File: src/rtl/core_issue_scoreboard.sv
// core_issue_scoreboard: issue-stage hazard controller.
// Tracks pending int (x1..x31) and FP (f0..f31) destination writes and stalls
// issue on RAW/WAW hazards, on the shared FDIV/FSQRT unit and on the
// in-flight limit. Writeback ports release tracked registers.
// Optional build macro: CORE_SB_WB_BYPASS_EN (same-cycle writeback relieves
// hazards and frees its in-flight slot for the current issue decision).
module core_issue_scoreboard #(
    parameter int MAX_INFLIGHT = 8,
    parameter int LONG_LAT     = 12
) (
    input  logic        i_clk,
    input  logic        i_rst,
    input  logic        i_flush,
    input  logic        i_is_valid,
    output logic        o_is_ready,
    input  logic [4:0]  i_is_rs1,
    input  logic [4:0]  i_is_rs2,
    input  logic [4:0]  i_is_rd,
    input  logic [4:0]  i_is_frs1,
    input  logic [4:0]  i_is_frs2,
    input  logic [4:0]  i_is_frd,
    input  logic [2:0]  i_is_fen,
    input  logic        i_is_long,
    input  logic        i_wb_x_valid,
    input  logic [4:0]  i_wb_x_num,
    input  logic        i_wb_f_valid,
    input  logic [4:0]  i_wb_f_num,
    output logic [31:0] o_xbusy,
    output logic [31:0] o_fbusy,
    output logic [3:0]  o_inflight,
    output logic        o_long_busy,
    output logic [2:0]  o_stall_cause
);

    localparam int          CW        = (LONG_LAT > 2) ? $clog2(LONG_LAT) : 1;
    localparam logic [3:0]  MAX_C     = 4'(MAX_INFLIGHT);
    localparam logic [CW-1:0] CNT_LOAD = CW'(LONG_LAT - 1);

    typedef enum logic {L_IDLE, L_RUN} lstate_t;

    logic [31:0]   r_xbusy, r_fbusy;
    logic [3:0]    r_inflight;
    lstate_t       r_state, w_state_n;
    logic [CW-1:0] r_cnt, w_cnt_n;

    logic          w_xwb_hit, w_fwb_hit;
    logic [31:0]   w_xclr, w_fclr, w_xset, w_fset;
    logic [31:0]   w_xchk, w_fchk;
    logic [1:0]    w_dec;
    logic [3:0]    w_slots;
    logic          w_raw, w_waw, w_struct, w_fire, w_has_dest;

    // Writeback only counts when it names a register that is actually tracked.
    always_comb begin
        w_xwb_hit = i_wb_x_valid && (i_wb_x_num != 5'd0) && r_xbusy[i_wb_x_num];
        w_fwb_hit = i_wb_f_valid && r_fbusy[i_wb_f_num];
        w_xclr    = w_xwb_hit ? (32'd1 << i_wb_x_num) : 32'd0;
        w_fclr    = w_fwb_hit ? (32'd1 << i_wb_f_num) : 32'd0;
        w_dec     = {1'b0, w_xwb_hit} + {1'b0, w_fwb_hit};
    end

    // Busy view used for hazard checks; bypass lets a same-cycle WB count as done.
    always_comb begin
`ifdef CORE_SB_WB_BYPASS_EN
        w_xchk  = r_xbusy & ~w_xclr;
        w_fchk  = r_fbusy & ~w_fclr;
        w_slots = r_inflight - {2'b00, w_dec};
`else
        w_xchk  = r_xbusy;
        w_fchk  = r_fbusy;
        w_slots = r_inflight;
`endif
    end

    // Hazard classification and issue handshake.
    always_comb begin
        w_raw = ((i_is_rs1 != 5'd0) && w_xchk[i_is_rs1])
              | ((i_is_rs2 != 5'd0) && w_xchk[i_is_rs2])
              | (i_is_fen[0] && w_fchk[i_is_frs1])
              | (i_is_fen[1] && w_fchk[i_is_frs2]);
        w_waw = ((i_is_rd != 5'd0) && w_xchk[i_is_rd])
              | (i_is_fen[2] && w_fchk[i_is_frd]);
        w_struct      = (w_slots == MAX_C) | (i_is_long & o_long_busy);
        o_stall_cause = {w_struct, w_waw, w_raw};
        o_is_ready    = ~i_flush & ~w_raw & ~w_waw & ~w_struct;
        w_fire        = i_is_valid & o_is_ready;
        w_has_dest    = (i_is_rd != 5'd0) | i_is_fen[2];
        w_xset        = (w_fire && (i_is_rd != 5'd0)) ? (32'd1 << i_is_rd) : 32'd0;
        w_fset        = (w_fire && i_is_fen[2]) ? (32'd1 << i_is_frd) : 32'd0;
    end

    // Busy maps and in-flight count; set wins over clear, flush wins over all.
    always_ff @(posedge i_clk or posedge i_rst) begin
        if (i_rst) begin
            r_xbusy    <= '0;
            r_fbusy    <= '0;
            r_inflight <= '0;
        end else if (i_flush) begin
            r_xbusy    <= '0;
            r_fbusy    <= '0;
            r_inflight <= '0;
        end else begin
            r_xbusy    <= ((r_xbusy & ~w_xclr) | w_xset) & ~32'd1;
            r_fbusy    <= (r_fbusy & ~w_fclr) | w_fset;
            r_inflight <= r_inflight + {3'b000, w_fire & w_has_dest} - {2'b00, w_dec};
        end
    end

    // FDIV/FSQRT occupancy: next-state logic.
    always_comb begin
        w_state_n = r_state;
        w_cnt_n   = r_cnt;
        case (r_state)
            L_IDLE: if (w_fire && i_is_long) begin
                w_state_n = L_RUN;
                w_cnt_n   = CNT_LOAD;
            end
            L_RUN: if (r_cnt == '0) w_state_n = L_IDLE;
                   else             w_cnt_n   = r_cnt - 1'b1;
            default: w_state_n = L_IDLE;
        endcase
        if (i_flush) begin
            w_state_n = L_IDLE;
            w_cnt_n   = '0;
        end
    end

    // FDIV/FSQRT occupancy: state register.
    always_ff @(posedge i_clk or posedge i_rst) begin
        if (i_rst) begin
            r_state <= L_IDLE;
            r_cnt   <= '0;
        end else begin
            r_state <= w_state_n;
            r_cnt   <= w_cnt_n;
        end
    end

    assign o_xbusy     = r_xbusy;
    assign o_fbusy     = r_fbusy;
    assign o_inflight  = r_inflight;
    assign o_long_busy = (r_state == L_RUN);

`ifdef ASSERT
    // Writeback to an untracked register points at a bookkeeping bug upstream.
    always_ff @(posedge i_clk) begin
        if (!i_rst && !i_flush) begin
            if (i_wb_x_valid && (i_wb_x_num != 5'd0) && !r_xbusy[i_wb_x_num])
                $error("int writeback to non-busy x%0d", i_wb_x_num);
            if (i_wb_f_valid && !r_fbusy[i_wb_f_num])
                $error("fp writeback to non-busy f%0d", i_wb_f_num);
        end
    end
`endif

endmodule

File: config.mk
export PLATFORM = sky130hd
export DESIGN_NAME = core_issue_scoreboard
export DESIGN_NICKNAME = d
export VERILOG_FILES = /design/src/rtl/core_issue_scoreboard.sv
export SDC_FILE = /design/constraint.sdc
export NUM_CORES = 1
export LEC_CHECK = 0
export ABC_AREA = 0
export BUFFER_PORTS_ARGS = -buffer_cell sky130_fd_sc_hd__buf_2
export CORE_AREA = 2 2 148 150
export CTS_CLUSTER_DIAMETER = 50
export DETAILED_ROUTE_END_ITERATION = 7
export DIE_AREA = 0 0 150 152
export PLACE_DENSITY = 0.55
export SLEW_MARGIN = 20
export SYNTH_ARGS = -nofsm -noshare
export SYNTH_HDL_FRONTEND = slang
export SYNTH_SLANG_ARGS = --single-unit
File: constraint.sdc
create_clock -name i_clk -period 5.3 [get_ports i_clk]
set_input_delay 0.795 -clock i_clk [delete_from_list [all_inputs] [get_ports i_clk]]
set_output_delay 0.795 -clock i_clk [all_outputs]
set_load 0.005 [all_outputs]
Word-level counts from Yosys, hierarchy flattened
Cells that the tools add are included.
{"block": "classes", "add_sub_neg": 4, "n_lt_le_gt_ge": 8, "n_eq_ne": 3, "n_shift": 4, "mux": 31, "bitwise": 23, "n_reduce_logical": 18}
{"operator": "$mux W32", "n": 6}
{"operator": "$shl A1 B5 Y32 const A", "n": 4}
{"operator": "$and A32 B32 Y32", "n": 2}
{"operator": "$not A32 Y32", "n": 2}
{"operator": "$or A32 B32 Y32", "n": 2}
{"operator": "$lt A5 B6 Y1 const B", "n": 8}
{"operator": "$bmux W1 S5", "n": 8}
{"operator": "$reduce_bool A5 Y1", "n": 4}
{"operator": "$mux W4", "n": 4}
{"operator": "$logic_and A1 B1 Y1", "n": 12}
{"operator": "$mux W1", "n": 11}
{"operator": "$pmux W4 S2", "n": 1}
{"operator": "$and A1 B1 Y1", "n": 6}
{"operator": "$ne A3 B3 Y1 const B", "n": 2}
{"operator": "$or A1 B1 Y1", "n": 6}
{"operator": "$not A1 Y1", "n": 5}
{"operator": "$add A4 B1 Y4", "n": 1}
{"operator": "$eq A4 B4 Y1 const B", "n": 1}
{"operator": "$logic_not A4 Y1", "n": 1}
{"operator": "$sub A4 B1 Y4 const B", "n": 1}
{"operator": "$sub A4 B2 Y4", "n": 1}
{"operator": "$add A1 B1 Y2", "n": 1}
{"operator": "$pmux W1 S2", "n": 1}
{"operator": "$reduce_and A2 Y1", "n": 1}
{"block": "word_totals", "regBits": 73, "input_bits": 50, "out_inout_bits": 73, "word_cells": 96}

Longest topological paths before layout
Gate-level depths: netlist of the first run.
{"block": "depth", "word_depth": 15, "mapped_depth": 16, "depth_no_buf": 14}

Least setup slack after synthesis of the first run
OpenSTA, ideal clock, no wires.
{"block": "synth_timing", "path_type": "input port to flip-flop", "start": "input i_is_frs2[0]", "end": "register r_inflight[3] (netlist: o_inflight[3])", "setup_time_ns": 0.131, "arrival_ns": 4.029, "required_time_ns": 5.169, "setup_slack_ns": 1.140, "path_stages": 15, "n_path_buf": 2, "cell_sequence": "clkbuf_1 > mux4_2 > a22oi_1 > a311oi_1 > a211oi_2 > nand4_1 > or4_1 > clkbuf_1 > nor2_1 > ha_1 > ha_1 > inv_1 > fa_1 > xor2_1 > nor2_1"}
{"block": "synth_via", "elab_chain_len": 13}
{"element": "from (decl)", "line": "20", "rtl": "input logic [4:0] i_is_frs2,"}
{"element": "$bmux W1 S5", "line": "80", "rtl": "| (i_is_fen[1] && w_fchk[i_is_frs2]);"}
{"element": "$mux W1 (implied by the code)", "line": "80"}
{"element": "$logic_and A1 B1 Y1", "line": "80"}
{"element": "$or A1 B1 Y1", "line": "80"}
{"element": "named net w_raw", "line": "51", "rtl": "logic w_raw, w_waw, w_struct, w_fire, w_has_dest;"}
{"element": "$not A1 Y1", "line": "85", "rtl": "o_is_ready = ~i_flush & ~w_raw & ~w_waw & ~w_struct;"}
{"element": "$and A1 B1 Y1 (3 in series)", "line": "85"}
{"element": "$and A1 B1 Y1", "line": "86", "rtl": "w_fire = i_is_valid & o_is_ready;"}
{"element": "$and A1 B1 Y1", "line": "105", "rtl": "r_inflight <= r_inflight + {3'b000, w_fire & w_has_dest} - {2'b00, w_dec};"}
{"element": "$add A4 B1 Y4", "line": "105"}
{"element": "$sub A4 B2 Y4", "line": "105"}
{"element": "$mux W4", "line": "98", "rtl": "end else if (i_flush) begin"}
{"element": "to (signal assigned)", "line": "105"}
{"element": "to (decl)", "line": "42", "rtl": "logic [3:0] r_inflight;"}
The timed path passes the listed nets, and every way through them passes these cells. The select of a mux whose other input is x is not followed.
A chain may end at the register's enable or synchronous reset.

Worst setup path after layout of the first run
{"block": "layout_timing", "start": "input i_is_rs2[0]", "end": "output o_is_ready"}
{"block": "layout_via", "elab_chain_len": 10, "word_cells_on_any_way": 11, "cone_classes": "mux (2); bitwise (7); reduce/logical (2)"}
{"element": "from (decl)", "line": "17", "rtl": "input logic [4:0] i_is_rs2,"}
{"element": "$bmux W1 S5", "line": "78", "rtl": "| ((i_is_rs2 != 5'd0) && w_xchk[i_is_rs2])"}
{"element": "$mux W1 (implied by the code)", "line": "78"}
{"element": "$logic_and A1 B1 Y1 *", "line": "78"}
{"element": "$or A1 B1 Y1 *", "line": "78"}
{"element": "$or A1 B1 Y1 *", "line": "79", "rtl": "| (i_is_fen[0] && w_fchk[i_is_frs1])"}
{"element": "$or A1 B1 Y1 *", "line": "80"}
{"element": "$not A1 Y1 *", "line": "85"}
{"element": "$and A1 B1 Y1 * (3 in series)", "line": "85"}
{"element": "to (decl)", "line": "15", "rtl": "output logic o_is_ready,"}
Every way passes the cells marked *; elsewhere a longest branch is shown, timed or not. The select of a mux whose other input is x is not followed.

==> results of run 1 <==
==> flip-flops by register name (all words and copies together) (netlist names) <==
register	flops
o_inflight	4
r_cnt	4
o_fbusy	32
o_xbusy	31
o_long_busy	1
==> cells in the mapped netlist (3+ instances only) <==
| cell type | instances |
|---|---|
| nand3b_1 | 13 |
| dfrtp_1 | 72 |
| o31ai_1 | 63 |
| o21ai_0 | 5 |
| or4_1 | 6 |
| mux2_2 | 4 |
| a22oi_1 | 7 |
| o311ai_0 | 7 |
| nor3b_1 | 4 |
| nand4_1 | 8 |
| buf_4 | 4 |
| a21oi_1 | 13 |
| clkbuf_1 | 41 |
| nand2b_1 | 10 |
| nand2_1 | 47 |
| mux2i_1 | 46 |
| mux4_2 | 49 |
| buf_6 | 7 |
| nor2b_1 | 16 |
| a311o_1 | 7 |
| nor2_1 | 24 |
| nand3_1 | 51 |
| ha_1 | 6 |
| inv_1 | 23 |
| buf_1 | 6 |
| o22ai_1 | 3 |
| o211ai_1 | 28 |
==> cell type report <==
class                   count  area share
diodes                      2    0.000710
clock buffers              10      0.0339
clock inverters             5      0.0115
inverters                  23      0.0123
multi-input cells         450       0.546
flip-flops and latches     72       0.256
well taps                 280      0.0497
repair buffers            125      0.0902
==> logic make-up after synthesis <==
logic type | count (synthesis) | share of synthesized area
compound gates | 149 | 0.185
flops | 72 | 0.299
fa+ha+maj | 8 | 0.0191
xor+xnor | 1 | 0.00145
buf+inv | 83 | 0.0633
other cells | 1 | 0.000622
simple gates | 192 | 0.165
mux | 99 | 0.267
==> layer usage <==
metal / up-vias / share of wire
li1: 2524 / -
met1: 2866 / 0.43
met2: 302 / 0.47
met3: 33 / 0.091
met4: 0 / 0.017
met5: - / 0
==> worst min-delay path: stages (launching register included) <==
cell	delay [ns]
dfrtp_1	0.37
a21oi_1	0.07
a21oi_1	0.13
==> per-stage QoR <==
step | hold WS [ns] | cells | instance area (µm²) | util | worst slack, ns
final | 0.612 | 967 | 7050 | 0.330 | 1.02
after global routing | 0.657 | 966 | 7040 | 0.330 | 0.918
after CTS | 0.617 | 965 | 7040 | 0.330 | 1.04
after detailed placement | 0.606 | 950 | 6720 | 0.315 | 0.835
after global placement | 0.587 | 950 | 6720 | 0.315 | 0.897
after floorplan | 0.552 | 605 | 6030 | - | 1.14
==> worst min-delay path by stage <==
stage / depth (start not counted) / slack [ns] / to
finish: 2 / 0.61 / r_cnt[3]$_DFFE_PP0P_
global route: 2 / 0.66 / r_cnt[0]$_DFFE_PP0P_
CTS: 2 / 0.62 / r_cnt[3]$_DFFE_PP0P_
detailed placement: 2 / 0.61 / r_cnt[3]$_DFFE_PP0P_
global placement: 2 / 0.59 / r_cnt[3]$_DFFE_PP0P_
floorplan: 2 / 0.55 / o_xbusy[6]$_DFF_PP0_
==> power by group <==
part,switching [mW],total [mW],internal [mW]
Sequential,0.0184,0.582,0.564
Combinational,0.188,0.288,0.100
Clock,0.239,0.661,0.422
Total,0.445,1.53,1.09
==> qor.yml, run 1 <==
drive_gt1_frac: 0.292
min_from: "r_cnt[3]$_DFFE_PP0P_"
cts_tree: "done"
first_pass_iters: 5
finalHoldViolCount: 0
status: "complete, no violations"
peakVddDrop_uv: 149
ant_nets: 0
worstSetupPathType: "input port to primary output"
critPathLaunch: "i_is_rs2[0]"
path_cells: "buf_2, mux4_2, mux4_2, a211oi_2, nand4_1, or4_2, inv_1, buf_2"
period_minus_slack_ns: 4.28
insertion_delay_ns: 0.34
clkSinkCount: 72
ys_seq_elements: 72
leakage_nw: 2.93
postCtsSetupBuffers: 0
root_buffer: "clkbuf_16"
grt_pass1_wl_mm: 33.6
reg2reg_slack_ns: 1.40
grt_overflow: 0
synth_area_leaders: "dfrtp_1 30%, mux4_2 18%, o31ai_1 7.8%"
core.rowCount: 54
slew_viol_final: 0
cp_num_cells: 8
multi_input_area_um2: 3850
cts.clk_slew.worst_paths_ns: 0.06
finalNetCount: 739
grt_pass1_vias: 5431
relSlewSlack: 0.390
cp-start-kind: "input port"
use_met1: 0.275
crit_path_end: "o_is_ready"
synth_edf_count: 0
syn-instance-count: 605
fin_skew_ns: 0.00424
io_pins: 123
r2r_cells: 12
reg2reg_to: "o_inflight[3]$_DFF_PP0_"
rsz0062_at_grt: "no"
critPathMaxFanout: 8
syn_area_um2: 6030
viasPerCell: 5.92
cp.arrival_ns: 3.49
portBuffers: 121
regArea_um2: 1800
cp_slowest_stage_delay_ns: 0.76
setup_tns_ns: 0
coreArea_um2: 21400
yosysWarnings: 0
antenna_found_initial: 2
postCtsHoldBufs: 0
synth_ff_type: "dfrtp_1"
max_freq_mhz: 234
syn_area_per_cell_um2: 9.96
start_util: 0.282
finalWirelength_mm: 22.0
worst-path-buf-inv: 3
cts_made_buffers: 9
syn_to_final_growth_pct: 16.9
place.gp.congestion: 0.858
die_y_um: 152
yosysSeqAreaShare: 0.299
drt-initial-drc-count: 732
finalSetupViolations: 0
maxCapViolCount: 0
dp_hpwl_mm: 15.7
crit_slowest_cell: "or4_2"
synth_area_leader_cell: "dfrtp_1"
critPathTopFamily: "multiplexers"
grt.met3_usage: 0.0390
synth_top_cell_area_share: 0.299
dieArea_um2: 22800
fin_crit_sh: 0.808
top_usage_layer: "met2"
final_cell_mix: "121 x buf_2, 72 x dfrtp_1, 63 x o31ai_1, 51 x nand3_1, 49 x mux4_2"
clock_path_buffers: 2
layout_commonest_cell: "buf_2"
grtUsageTotal: 0.192
power_mw: 1.53
syn_nets: 663
dieWidth_um: 150
cp.required_ns: 4.51
wl_per_cell_um: 22.8
reg2reg_from: "o_xbusy[2]$_DFF_PP0_"
async_flop_share: 1.00
fillers: 2235
cts.repair.resized: 0
grt_max_degree: 73
hp-class: "flip-flop to flip-flop"
yosysUniqueCellTypes: 52
drc: 0
worstMarginPinSlew_ns: 0.916
grt_util_met2: 0.292
dr_total_vias: 5725
htree_num_levels: 3
end_kind: "primary output"
power_density_nw_per_um2: 217
Note: power is estimated with default switching activity, not from simulation.
==> inputs of run 2 (changes only) <==
--- a/config.mk
+++ b/config.mk
@@ -11,7 +11,7 @@
 export CTS_CLUSTER_DIAMETER = 50
 export DETAILED_ROUTE_END_ITERATION = 7
 export DIE_AREA = 0 0 150 152
-export PLACE_DENSITY = 0.55
+export PLACE_DENSITY = 0.57
 export SLEW_MARGIN = 20
 export SYNTH_ARGS = -nofsm -noshare
 export SYNTH_HDL_FRONTEND = slang
==> constraint.sdc (replaced) <==
create_clock -name i_clk -period 3.5 [get_ports i_clk]
set_input_delay 0.525 -clock i_clk [delete_from_list [all_inputs] [get_ports i_clk]]
set_output_delay 0.525 -clock i_clk [all_outputs]
set_load 0.005 [all_outputs]
==> qor.yml, run 2 (synthesis gave the netlist of run 1 again) <==
finalWirelength_mm: 22.1
finalNetCount: 800
r2r_cells: 11
max_freq_mhz: 292
finalHoldViolCount: 0
finalSetupViolations: 0
cp.required_ns: 2.97
critPathTopFamily: "multiplexers"
final_area_um2: 7550
end_kind: "primary output"
finalNonFillerCells: 1027
cp.arrival_ns: 2.90
worst-path-buf-inv: 3
final_cell_mix: "121 x buf_2, 70 x dfrtp_1, 63 x o31ai_1, 60 x buf_4, 51 x nand3_1"
core.rowCount: 54
viasPerCell: 5.75
place.gp.congestion: 0.877
path_common_cell: "mux4_2"
hp-class: "input port to asynchronous set/reset pin"
layout_commonest_cell: "buf_2"
sw_frac_of_total: 0.322
grt_overflow: 0
postLayoutCoreUtil: 0.354
critPathMaxFanout: 4
period_minus_slack_ns: 3.43
cts_tree: "done"
largest_reg_flops: 32
die_y_um: 152
clock_power_share: 0.394
grt_pass1_vias: 5751
clkSinkCount: 72
top_usage_layer: "met2"
leakage_nw: 3.23
htree_num_levels: 3
grt_util_met2: 0.312
portBuffers: 121
start_util: 0.282
p_seq_frac: 0.386
syn_to_final_growth_pct: 25.3
drt-initial-drc-count: 555
dr_total_vias: 5905
rsz0062_at_grt: "no"
root_buffer: "clkbuf_16"
cts_made_buffers: 9
power_mw: 2.28
clock_path_buffers: 2
wl_per_cell_um: 21.5
path_cells: "mux4_2, mux4_2, a211oi_2, nand4_1, or4_4, buf_6, inv_2, buf_2"
power_density_nw_per_um2: 302
cts.clk_slew.worst_paths_ns: 0.06
relSlewSlack: 0.363
slew_viol_final: 0
grt_max_degree: 73
diodes: 0
grt.met3_usage: 0.0465
fin_skew_ns: 0.0111
drive_gt1_frac: 0.363
insertion_delay_ns: 0.34
dieWidth_um: 150
cp_num_cells: 8
status: "complete, no violations"
p_comb_frac: 0.220
fin_crit_sh: 0.979
postCtsHoldBufs: 0
worstMarginPinSlew_ns: 0.956
antenna_found_initial: 0
drc: 0
p_sw_mw: 0.734
fillers: 2206
place_ws_ns: -0.161
dieArea_um2: 22800
worstSetupPathType: "flip-flop to primary output"
maxCapViolCount: 0
timing.final.ws_setup_ns: 0.0719
p_int_mw: 1.54
dp_hpwl_mm: 16.7
peakVddDrop_uv: 174
place_area_um2: 7250
io_pins: 123
fin_hold_ws_ns: 0.462
use_met1: 0.268
cp-start-kind: "flip-flop"
grt_pass1_wl_mm: 34.4
setup_tns_ns: 0
ant_nets: 0
crit_slowest_cell: "mux4_2"
coreArea_um2: 21400
cp_slowest_stage_delay_ns: 0.51
first_pass_iters: 7
placed_cells: 1010
grtUsageTotal: 0.195
==> run 2: cell types whose count changed in the layout (fill, tap and decap cells not counted), moves of 2 or more <==
cell,previous run,this run
buf_12,0,4
buf_4,4,60
bufinv_16,2,0
dfrtp_1,72,70
dfrtp_2,0,2
diode_2,2,0
ha_1,6,4
inv_1,22,20
inv_2,1,3
inv_6,0,3
o21ai_0,5,3
==> run 2: area by class of cell <==
cell class              count  area [µm²]  area share
inverters                  23        86.3      0.0114
well taps                 280         350      0.0464
repair buffers            186        1150       0.152
clock buffers               9         225      0.0298
clock inverters             7        61.3     0.00812
multi-input cells         450        3880       0.513
flip-flops and latches     72        1800       0.239
==> run 2: final timing paths <==
path                                           start                      end  slack (ns)
worst max-delay path            o_xbusy[6]$_DFF_PP0_               o_is_ready        0.07
worst min-delay path                           i_rst    o_fbusy[28]$_DFF_PP0_        0.46
worst max register to register  o_xbusy[6]$_DFF_PP0_  o_inflight[2]$_DFF_PP0_        0.13
worst min register to register  r_cnt[3]$_DFFE_PP0P_     r_cnt[3]$_DFFE_PP0P_        0.62
max in group asynchronous                      i_rst     o_xbusy[3]$_DFF_PP0_        2.37
min in group i_clk                         i_is_long     r_cnt[0]$_DFFE_PP0P_        0.59
==> run 2: metal layers <==
layer | part of all wire | vias up
met1 | 0.42 | 2917
met2 | 0.48 | 314
met4 | 0.012 | 0
met3 | 0.092 | 23
li1 | - | 2651
met5 | 0 | -
==> run 2: power by group through the flow <==
| stage | clock (mW) | combinational, mW | sequential (mW) |
|---|---|---|---|
| floorplan | 0 | 0.340 | 0.887 |
| global placement | 0 | 0.496 | 0.896 |
| detailed placement | 0 | 0.499 | 0.895 |
| CTS | 0.912 | 0.500 | 0.880 |
| global route | 0.963 | 0.551 | 0.883 |
| finish | 0.898 | 0.502 | 0.879 |
==> run 2: what timing repair did <==
item / CTS / global route
resized for setup: 1 / 6
setup buffers: 0 / 1
setup endpoints to repair: 1 / 3
pin swaps: 0 / 2
==> run 2: worst reg2reg max path: stages (launching register included) <==
cell and delay [ns]:
dfrtp_1 0.45, mux4_2 0.48, mux4_2 0.51, a211oi_2 0.23
nand4_1 0.13, or4_4 0.47, nor2_4 0.10, ha_2 0.19
ha_4 0.12, inv_2 0.03, fa_2 0.51, nor2_1 0.04
